`config.mk`:
```
export PLATFORM = sky130hd
export DESIGN_NAME = key_pulse_conditioner
export DESIGN_NICKNAME = d
export VERILOG_FILES = /design/src/rtl/maze_pkg.sv /design/src/rtl/key_debounce_fsm.sv /design/src/rtl/key_pulse_conditioner.sv
export SDC_FILE = /design/constraint.sdc
export NUM_CORES = 1
export LEC_CHECK = 0
export ABC_AREA = 1
export BUFFER_PORTS_ARGS = -buffer_cell sky130_fd_sc_hd__buf_2
export CAP_MARGIN = 40
export CORE_MARGIN = 2
export CORE_UTILIZATION = 60
export CTS_CLUSTER_SIZE = 8
export DETAILED_ROUTE_END_ITERATION = 10
export HOLD_SLACK_MARGIN = 0.05
export PLACE_DENSITY = 0.73
export SYNTH_ARGS = -nofsm -noshare
export SYNTH_HDL_FRONTEND = slang
export SYNTH_SLANG_ARGS = --single-unit
```
`constraint.sdc`:
```
create_clock -name clk -period 3.4 [get_ports clk]
set_input_delay 0.17 -clock clk [delete_from_list [all_inputs] [get_ports clk]]
set_output_delay 0.17 -clock clk [all_outputs]
set_load 0.005 [all_outputs]
```
`src/rtl/maze_pkg.sv`:
```
// Purpose: shared key indices, debounce FSM state encoding and counter sizing helper.
// Latency: n/a (declarations only).
// Backpressure: n/a.
package maze_pkg;

  localparam int N_KEYS    = 5;

  localparam int KEY_START = 0;
  localparam int KEY_UP    = 1;
  localparam int KEY_DOWN  = 2;
  localparam int KEY_LEFT  = 3;
  localparam int KEY_RIGHT = 4;

  // Every key auto-repeats except start, which must fire once per press.
  localparam logic [N_KEYS-1:0] REPEAT_MASK_DEFAULT = ~(N_KEYS'(1) << KEY_START);

  typedef enum logic [2:0] {
    WAIT_REL,
    IDLE,
    DEB_PRESS,
    HELD,
    DEB_REL
  } kstate_t;

  // Counter width large enough to hold (largest timing parameter - 1); never below 1.
  function automatic int cnt_width(input int a, input int b, input int c);
    int m;
    m = a;
    if (b > m) m = b;
    if (c > m) m = c;
    return (m > 1) ? $clog2(m) : 1;
  endfunction

endpackage

```
`src/rtl/key_debounce_fsm.sv`:
```
// Purpose: one key - 2-FF synchroniser, debounce FSM with hold auto-repeat, level + 1-cycle request.
// Latency: raw edge -> req/level = 2 (sync) + DEBOUNCE_CYCLES cycles.
// Backpressure: none; req is a single-cycle strobe, the arbiter above must latch it.
module key_debounce_fsm
  import maze_pkg::*;
#(
  parameter int DEBOUNCE_CYCLES = 1_000_000,
  parameter int REPEAT_DELAY    = 25_000_000,
  parameter int REPEAT_PERIOD   = 10_000_000,
  parameter bit REPEAT_EN       = 1'b1,
  parameter int CNT_W           = 25
) (
  input  logic clk,
  input  logic rst,
  input  logic key_raw,
  output logic level,
  output logic req
);

  // Terminal counts. The cycle in which IDLE/HELD first sees the new level counts as the
  // first stable sample, so DEB_PRESS/DEB_REL finish when the incremented count hits DEB_LAST.
  localparam logic [CNT_W-1:0] DEB_LAST = CNT_W'(DEBOUNCE_CYCLES - 1);
  localparam logic [CNT_W-1:0] DLY_LAST = CNT_W'((REPEAT_DELAY > 0) ? REPEAT_DELAY - 1 : 0);
  localparam logic [CNT_W-1:0] PER_LAST = CNT_W'((REPEAT_PERIOD > 0) ? REPEAT_PERIOD - 1 : 0);
  localparam bit               RPT_ON   = REPEAT_EN && (REPEAT_DELAY > 0);

  logic             sync_meta;
  logic             sync;
  kstate_t          state;
  kstate_t          state_nxt;
  logic [CNT_W-1:0] cnt;
  logic [CNT_W-1:0] cnt_nxt;
  logic [CNT_W-1:0] cnt_inc;
  logic [CNT_W-1:0] rpt_last;
  logic             rpt_phase;
  logic             rpt_phase_nxt;
  logic             level_nxt;
  logic             req_nxt;

  // Two-flop synchroniser for the asynchronous, bouncing button input.
  always_ff @(posedge clk) begin
    if (rst) begin
      sync_meta <= 1'b0;
      sync      <= 1'b0;
    end else begin
      sync_meta <= key_raw;
      sync      <= sync_meta;
    end
  end

  // FSM state, stability/repeat counter, repeat-phase flag and registered outputs.
  always_ff @(posedge clk) begin
    if (rst) begin
      state     <= WAIT_REL;
      cnt       <= '0;
      rpt_phase <= 1'b0;
      level     <= 1'b0;
      req       <= 1'b0;
    end else begin
      state     <= state_nxt;
      cnt       <= cnt_nxt;
      rpt_phase <= rpt_phase_nxt;
      level     <= level_nxt;
      req       <= req_nxt;
    end
  end

  // Next-state and output decode; the counter saturates rather than wrapping.
  always_comb begin
    cnt_inc       = (cnt == '1) ? cnt : cnt + 1'b1;
    rpt_last      = rpt_phase ? PER_LAST : DLY_LAST;
    state_nxt     = state;
    cnt_nxt       = cnt_inc;
    rpt_phase_nxt = rpt_phase;
    level_nxt     = level;
    req_nxt       = 1'b0;

    case (state)
      // Out of reset a key must be seen released for a full window, so a key held
      // through reset never produces a press.
      WAIT_REL: begin
        if (sync) begin
          cnt_nxt = '0;
        end else if (cnt >= DEB_LAST) begin
          state_nxt = IDLE;
          cnt_nxt   = '0;
        end
      end

      IDLE: begin
        cnt_nxt       = '0;
        rpt_phase_nxt = 1'b0;
        if (sync) begin
          state_nxt = DEB_PRESS;
        end
      end

      DEB_PRESS: begin
        if (!sync) begin
          state_nxt = IDLE;
          cnt_nxt   = '0;
        end else if (cnt_inc >= DEB_LAST) begin
          state_nxt     = HELD;
          cnt_nxt       = '0;
          rpt_phase_nxt = 1'b0;
          level_nxt     = 1'b1;
          req_nxt       = 1'b1;
        end
      end

      // First repeat after REPEAT_DELAY held cycles, then every REPEAT_PERIOD.
      HELD: begin
        if (!sync) begin
          state_nxt = DEB_REL;
          cnt_nxt   = '0;
        end else if (RPT_ON && (cnt == rpt_last)) begin
          req_nxt       = 1'b1;
          cnt_nxt       = '0;
          rpt_phase_nxt = 1'b1;
        end
      end

      // A bounce back to 1 returns to HELD keeping the repeat phase; timing restarts.
      DEB_REL: begin
        if (sync) begin
          state_nxt = HELD;
          cnt_nxt   = '0;
        end else if (cnt_inc >= DEB_LAST) begin
          state_nxt = IDLE;
          cnt_nxt   = '0;
          level_nxt = 1'b0;
        end
      end

      default: begin
        state_nxt = WAIT_REL;
        cnt_nxt   = '0;
      end
    endcase
  end

endmodule

```
`src/rtl/key_pulse_conditioner.sv`:
```
// Purpose: conditions start + direction buttons into one-hot-or-zero single-cycle move pulses.
// Latency: raw edge -> key_pulse = 2 + DEBOUNCE_CYCLES + 1 cycles when uncontested.
// Backpressure: none downstream; contending requests wait in pending, lowest index first, none dropped.
module key_pulse_conditioner #(
  parameter int                  N_KEYS          = maze_pkg::N_KEYS,
  parameter int                  DEBOUNCE_CYCLES = 1_000_000,
  parameter int                  REPEAT_DELAY    = 25_000_000,
  parameter int                  REPEAT_PERIOD   = 10_000_000,
  parameter logic [N_KEYS-1:0]   REPEAT_MASK     = maze_pkg::REPEAT_MASK_DEFAULT
) (
  input  logic              clk,
  input  logic              rst,
  input  logic [N_KEYS-1:0] key_in,
  output logic [N_KEYS-1:0] key_pulse,
  output logic [N_KEYS-1:0] key_level,
  output logic              any_pulse
);

  localparam int CNT_W = maze_pkg::cnt_width(DEBOUNCE_CYCLES, REPEAT_DELAY, REPEAT_PERIOD);

  logic [N_KEYS-1:0] req;
  logic [N_KEYS-1:0] pending;
  logic [N_KEYS-1:0] req_all;
  logic [N_KEYS-1:0] grant;

  for (genvar i = 0; i < N_KEYS; i++) begin : g_key
    key_debounce_fsm #(
      .DEBOUNCE_CYCLES (DEBOUNCE_CYCLES),
      .REPEAT_DELAY    (REPEAT_DELAY),
      .REPEAT_PERIOD   (REPEAT_PERIOD),
      .REPEAT_EN       (REPEAT_MASK[i]),
      .CNT_W           (CNT_W)
    ) u_key (
      .clk     (clk),
      .rst     (rst),
      .key_raw (key_in[i]),
      .level   (key_level[i]),
      .req     (req[i])
    );
  end

  // Fixed-priority pick over waiting and fresh requests; a fresh request on an
  // already-waiting key merges into the same single pulse.
  always_comb begin
    req_all = pending | req;
    grant   = req_all & (~req_all + 1'b1);
  end

  // Pending bookkeeping and registered pulse outputs; reset drops anything outstanding.
  always_ff @(posedge clk) begin
    if (rst) begin
      pending   <= '0;
      key_pulse <= '0;
      any_pulse <= 1'b0;
    end else begin
      pending   <= req_all & ~grant;
      key_pulse <= grant;
      any_pulse <= |grant;
    end
  end

endmodule

```
Word level (Yosys, flattened, before mapping)
Index checks and enable logic that the tools add are counted.

cells by class
  add/sub/neg operators = 6
  multiply operators = 0
  div/mod/pow operators = 0
  magnitude comparators = 10
  eq/ne operators = 87
  shift operators = 0
  muxes and demuxes = 155
  bitwise logic cells = 7
  reduce and logical (&&, ||, !) cells = 30

operators with widths
  kind                                                   number
  2-to-1 mux 25 bit                                      43
  one-hot mux 25 bit (4 select lines)                    5
  >= comparator 25 x 20 -> 1 bit, second input constant  10
  adder 25 x 1 -> 25 bit, second input constant          5
  == test 25 bit, second input constant                  5
  2-to-1 mux 3 bit                                       40
  == test 25 bit                                         4
  one-hot mux 3 bit (5 select lines)                     5
  inequality test 2 x 1 -> 1 bit, second input constant  33
  2-to-1 mux 1 bit                                       49
  AND reduction 5 bit                                    9
  == test 3 x 2 -> 1 bit, second input constant          10
  inequality test 2 bit, second input constant           15
  AND reduction 6 bit                                    5
  one-hot mux 1 bit (2 select lines)                     9
  == test 3 x 1 -> 1 bit, second input constant          5
  == test 3 bit, second input constant                   5
  zero test 3 bit                                        5
  inequality test 3 x 1 -> 1 bit, second input constant  5
  inequality test 3 bit, second input constant           5
  one-hot mux 1 bit (3 select lines)                     4
  nonzero test 3 bit                                     4
  bitwise AND 5 bit                                      2
  NOT 5 bit                                              2
  other kinds (6)                                        11

word-level totals
  bits in registers = 175
  bits in latches = 0
  memory bits (writable) = 0
  bits in read-only memories = 0
  input bits = 7
  logic and storage cells = 332
  memories = 0

Longest topological paths before layout
  word-level depth = 6
  mapped depth = 22

Hierarchy
From an unflattened synthesis, not the netlist that was laid out.

unflattened totals
  cell total of the unflattened synthesis = 2011
  area, all modules = 12474.5 µm²

modules (own cells, without submodules)
  module                                 times used  cells an instance  area an instance (µm²)  sequential area each (µm²)
  key_debounce_fsm (g_key[1].u_key ...)  3           392                2419.8                  660.6
  key_debounce_fsm (g_key[4].u_key)      1           404                2501.1                  660.6
  key_debounce_fsm (g_key[0].u_key)      1           398                2367.3                  640.6
  key_pulse_conditioner                  1           33                 346.6                   200.2

Worst setup path before layout
Ideal clock, no wire load.

  path kind = register -> register
  from = register g_key[4].u_key.cnt[0]
  to = register g_key[4].u_key.cnt[10]
  setup time = 0.119 ns
  arrival time = 2.374 ns
  data required time = 3.281 ns
  slack = 0.907 ns
  stages on the path, launching flop included = 23
  buffers on the path = 2
  clock period less this slack = 2.493 ns
  path through = dfxtp_1 -> ha_1 -> inv_1 -> nor2_1 -> nand2_2 -> nor2_4 -> nand2_4 -> buf_6 -> nand2_2 -> nand2_1 -> clkinv_1 -> nand2_1 -> nor2_1 -> nand3_1 -> nor2_2 -> nor2_4 -> nand2_4 -> nand2_1 -> nand2_1 -> nand2_2 -> nand2_4 -> buf_12 -> nor2_2

between the ends
  cells in the longest elaborated chain, start to end = 6

ends and longest elaborated chain
  item                                                      line                                              text
  start: declaration                                        key_debounce_fsm.sv:31                            logic [CNT_W-1:0] cnt;
  start signal: assignment                                  key_debounce_fsm.sv:61                            cnt <= cnt_nxt;
  adder 25 x 1 -> 25 bit or == test 25 bit (tied branches)  key_debounce_fsm.sv:70                            cnt_inc = (cnt == '1) ? cnt : cnt + 1'b1;
  2-to-1 mux 25 bit                                         key_debounce_fsm.sv:70
  >= comparator 25 x 20 -> 1 bit                            key_debounce_fsm.sv:102, key_debounce_fsm.sv:128
  2-to-1 mux 25 bit                                         key_debounce_fsm.sv:102, key_debounce_fsm.sv:128
  2-to-1 mux 25 bit (on tied branches)                      key_debounce_fsm.sv:125, key_debounce_fsm.sv:99
  one-hot mux 25 bit (4 select lines) (*)                   key_debounce_fsm.sv:78                            case (state)

Mark *: on every way between the ends. The rest lies on a longest branch, timed or not.
A chain may end at the register's enable or synchronous reset.

Worst setup path in the final report
  from = register g_key[2].u_key.cnt[0]
  to = register g_key[2].u_key.cnt[2]

between the ends
  cells in the longest elaborated chain, start to end = 6

ends and longest elaborated chain
  item                                                      line
  start: declaration                                        key_debounce_fsm.sv:31
  start signal: assignment                                  key_debounce_fsm.sv:61
  adder 25 x 1 -> 25 bit or == test 25 bit (tied branches)  key_debounce_fsm.sv:70
  2-to-1 mux 25 bit                                         key_debounce_fsm.sv:70
  >= comparator 25 x 20 -> 1 bit                            key_debounce_fsm.sv:102, key_debounce_fsm.sv:128
  2-to-1 mux 25 bit                                         key_debounce_fsm.sv:102, key_debounce_fsm.sv:128
  2-to-1 mux 25 bit (on tied branches)                      key_debounce_fsm.sv:125, key_debounce_fsm.sv:99
  one-hot mux 25 bit (4 select lines) (*)                   key_debounce_fsm.sv:78

Marked as above.

==> summary.md <==
| Metric | Value |
|---|---|
| Routability Congestion | `0.966` |
| Die ar. | `21800 um^2` |
| Number of flops mapped to enable cells by yosys | `0` |
| Share of flip-flops with an asynchronous set or reset | `0%` |
| Top Ports | `18` |
| Via density | `5.38` |
| Yosys reg bits | `174` |
| H-tree levels | `4` |
| M2 GR Usage | `51.1%` |
| Netlist Area Pre-Place | `12400 um^2` |
| # nets final | `2085` |
| Grt met3 use | `4.38%` |
| Core Area | `20200 um^2` |
| Yosys synthesis warning count | `0` |
| CP max FO | `25` |
| Status | `complete, no violations` |
| Count leader, synth | `nand2_1` |
| CP Launch Type | `register` |
| Reg2reg setup slack | `0.32 ns` |
| RR Endpoint | `g_key[2].u_key.cnt[2]$_SDFF_PP0_` |
| Largest net degree at the start of global routing | `28` |
| Worst rel slew slack | `54.0%` |
| Post-Synth Adder-Cell Area | `0.506%` |
| Post-Synth XOR/XNOR Area | `3.40%` |
| CP max-delay cell | `dfxtp_1` |
| Worst Reg-to-Reg Cells | `16` |
| Area fraction in compound gates after synthesis | `5.33%` |
| CTS Buffer Depth | `2` |
| Share of layout cells above drive strength 1 | `10.8%` |
| Mean routed wirelength per cell | `13.5 um` |
| Post-DRT Antenna Nets | `0` |
| CTS buffer count | `17` |
| Setup CP Type | `reg -> reg` |
| Final Hold Viols | `0` |
| Synth cell types | `47` |
| Max-Cap Viols | `0` |
| Skew final | `0.0113 ns` |
| Pre-Repair DR Iteration Count | `5` |
| R2r startpoint | `g_key[2].u_key.cnt[0]$_SDFF_PP0_` |
| Final worst-path cycle share | `90.6%` |
| Number of buffers and inverters on the critical path | `2` |
| Cells after Synth | `2057` |
| Final Critical Period | `3.08 ns` |
| CTS tree | `yes` |
| Worst path cell trace | `ha_1 -> nand3_1 -> inv_2 -> nand2_2 -> nor2_4 -> nand2_2 -> inv_2 -> nor2_1 -> nand2_1 -> nand2_1 -> nand2_1 -> a21oi_4 -> nand4_2 -> nand3_2 -> nand3_4 -> nor2_1` |
| RSZ-0062 raised after global routing | `no` |
| Fin. max-slew vios | `0` |
| Clock transition at path regs | `0.07 ns` |
| Most instantiated cells after synthesis | `599 x nand2_1, 341 x nor2_1, 272 x inv_1, 174 x dfxtp_1, 148 x nand3_1` |
| Die width | `148 um` |
| CP Capture Type | `register` |
| Post-synth top area share | `28.2%` |
| Cell area power density | `366 nW/um^2` |
| Mux cell area share after synthesis | `0%` |
| Commonest register cell after synthesis | `dfxtp_1` |
| Crit-path max cell delay | `0.36 ns` |
| Slew at the pin closest to its max-slew limit | `0.689 ns` |
| Initial Util | `61.1%` |
| Fillers | `1951` |
| Met1 usage | `37.8%` |
| I/O Buffers | `17` |
| Worst Path Required | `3.77 ns` |
| Syn-to-layout area delta | `6.95%` |
| Crit path DAT | `3.45 ns` |
| Diode count | `0` |
| Synth Area in Simple Gates | `51.1%` |
| Most used cell, CP | `nand2_1` |
| Setup violators final | `0` |
| Initial antenna violation count | `0` |
| Static Leak | `5.41 nW` |
| Grt ovf | `0` |
| Clk sinks | `174` |
| Root Driver | `clkbuf_16` |
| Clock Latency Late Sink | `0.45 ns` |
| Setup TNS | `0 ns` |
| Delay-heaviest family, CP | `simple AND/OR/NAND/NOR gates` |
| Min-delay src | `g_key[3].u_key.sync_meta$_SDFF_PP0_` |
| Final WL | `31900 um` |
| Std cell rows | `52` |
| Detailed Place HPWL | `24400 um` |
| Net Count, Synth | `2069` |
| Vias in the first global route | `11.7k` |
| DR iter-0 viols | `875` |
| Hold Path Depth | `2` |
| Worst Hold End | `g_key[3].u_key.sync$_SDFF_PP0_` |
| Post-synth top area cell | `dfxtp_1` |
| DR vias | `12.7k` |
| Syn avg cell area | `6.01 um^2` |
| Sequential fraction of the synthesis area | `28.2%` |
| First-pass GRT wire length | `53900 um` |
| Hold WS | `0.405 ns` |
| All-Layer GR Usage | `29.8%` |
| Worst ir drop on vdd | `0.000315 V` |
| HP Class | `reg -> reg` |
| Post-route DRC | `0` |
| GR peak layer | `met2` |
| Largest cells by area after synthesis | `dfxtp_1 28%, nand2_1 18%, nor2_1 10%, inv_1 8.3%, nand3_1 6.0%` |
| F_max | `0.324 GHz` |
| Die Ht | `148 um` |
| Main combinational cell family by area after synthesis | `simple AND/OR/NAND/NOR gates` |
[state kept, by name (all words and copies together) (netlist names)]
| register | flops |
|---|---|
| g_key.u_key.sync_meta | 5 |
| g_key.u_key.rpt_phase | 4 |
| key_pulse | 5 |
| g_key.u_key.state | 15 |
| any_pulse | 1 |
| g_key.u_key.level | 5 |
| pending | 4 |
| g_key.u_key.req | 5 |
| g_key.u_key.cnt | 125 |
| g_key.u_key.sync | 5 |
[what timing repair did]
action                                  in CTS  in global routing
resized for setup                            0                  3
buffers inserted                             0                  0
endpoints found under the setup margin       0                 49
hold buffers                                 6                  0
endpoints found under the hold margin        6                  0
[power breakdown]
group	leakage (nW)	switching (mW)	internal (mW)
Sequential	1.41	0.0719	2.10
Combinational	3.71	0.485	0.205
Clock	0.291	0.967	1.01
[worst max-delay path by stage]
| stage | cells after the start | endpoint | start |
|---|---|---|---|
| 2_1_floorplan | 22 | g_key[4].u_key.cnt[10]$_SDFF_PP0_ | g_key[4].u_key.cnt[0]$_SDFF_PP0_ |
| 3_3_place_gp | 17 | g_key[0].u_key.cnt[6]$_SDFF_PP0_ | g_key[0].u_key.cnt[0]$_SDFF_PP0_ |
| 3_5_place_dp | 20 | g_key[4].u_key.cnt[0]$_SDFF_PP0_ | g_key[4].u_key.cnt[0]$_SDFF_PP0_ |
| 4_1_cts | 20 | g_key[4].u_key.cnt[0]$_SDFF_PP0_ | g_key[4].u_key.cnt[0]$_SDFF_PP0_ |
| 5_1_grt | 16 | g_key[2].u_key.cnt[2]$_SDFF_PP0_ | g_key[2].u_key.cnt[0]$_SDFF_PP0_ |
| 6_report | 16 | g_key[2].u_key.cnt[2]$_SDFF_PP0_ | g_key[2].u_key.cnt[0]$_SDFF_PP0_ |
[cell usage in the layout (no fill, tap or decap), types with 11 or more instances in the layout]
master     netlist  layout
nand3_2         11      11
dfxtp_1        174     173
xor2_1          34      34
a21oi_1         37      37
o21ai_0         46      46
buf_2            4      17
nor4_1          17      17
buf_4            5      13
nand2_2         14      13
nor3b_1         16      16
clkbuf_16        0      17
nand2_1        599     599
nor2_4          11      11
nand4_1         78      78
inv_1          272     272
nor2_2          94      94
nor2_1         341     341
nor3_1          37      37
xnor2_1         14      14
nand3_1        148     148
[worst min-delay path, cell delays in order, from the launching register on]
cell and delay, ns:
dfxtp_1 0.30, inv_1 0.04, nor2_1 0.03
[cells by family after synthesis]
group / count (synthesis)
DFF: 174
xor gates and xnor gates: 48
AOI/OAI and AO/OA: 114
and+or+nand+nor: 1390
adders and majority gates: 5
buffers and inverters: 326
[stage by stage]
step / power, mW / std cells / util (%) / setup slack, ns / area (um^2)
2_1_floorplan: 2.81 / 2057 / - / 0.907 / 12400
3_3_place_gp: 2.88 / 2317 / 62.0 / 0.334 / 12500
3_5_place_dp: 2.89 / 2318 / 62.0 / 0.301 / 12600
4_1_cts: 4.88 / 2356 / 65.3 / 0.267 / 13200
5_1_grt: 5.07 / 2356 / 65.4 / 0.0211 / 13200
6_report: 4.84 / 2356 / 65.4 / 0.318 / 13200
[area by class of cell]
class                   instances  area (um^2)  area share (%)
repair buffers                 37          258            1.95
inverters                     286         1070            8.12
flip-flops and latches        174         3480            26.4
clock inverters                14          161            1.22
multi-input cells            1557         7470            56.5
clock buffers                  18          439            3.32
well taps                     270          338            2.55
[routing by layer]
| layer | vias up | share of wire (%) |
|---|---|---|
| li1 | 6506 | - |
| met1 | 5630 | 44 |
| met2 | 457 | 47 |
| met3 | 86 | 5.8 |
| met4 | 0 | 3.6 |
| met5 | - | 0 |
Power figures use the tool's default switching activity.
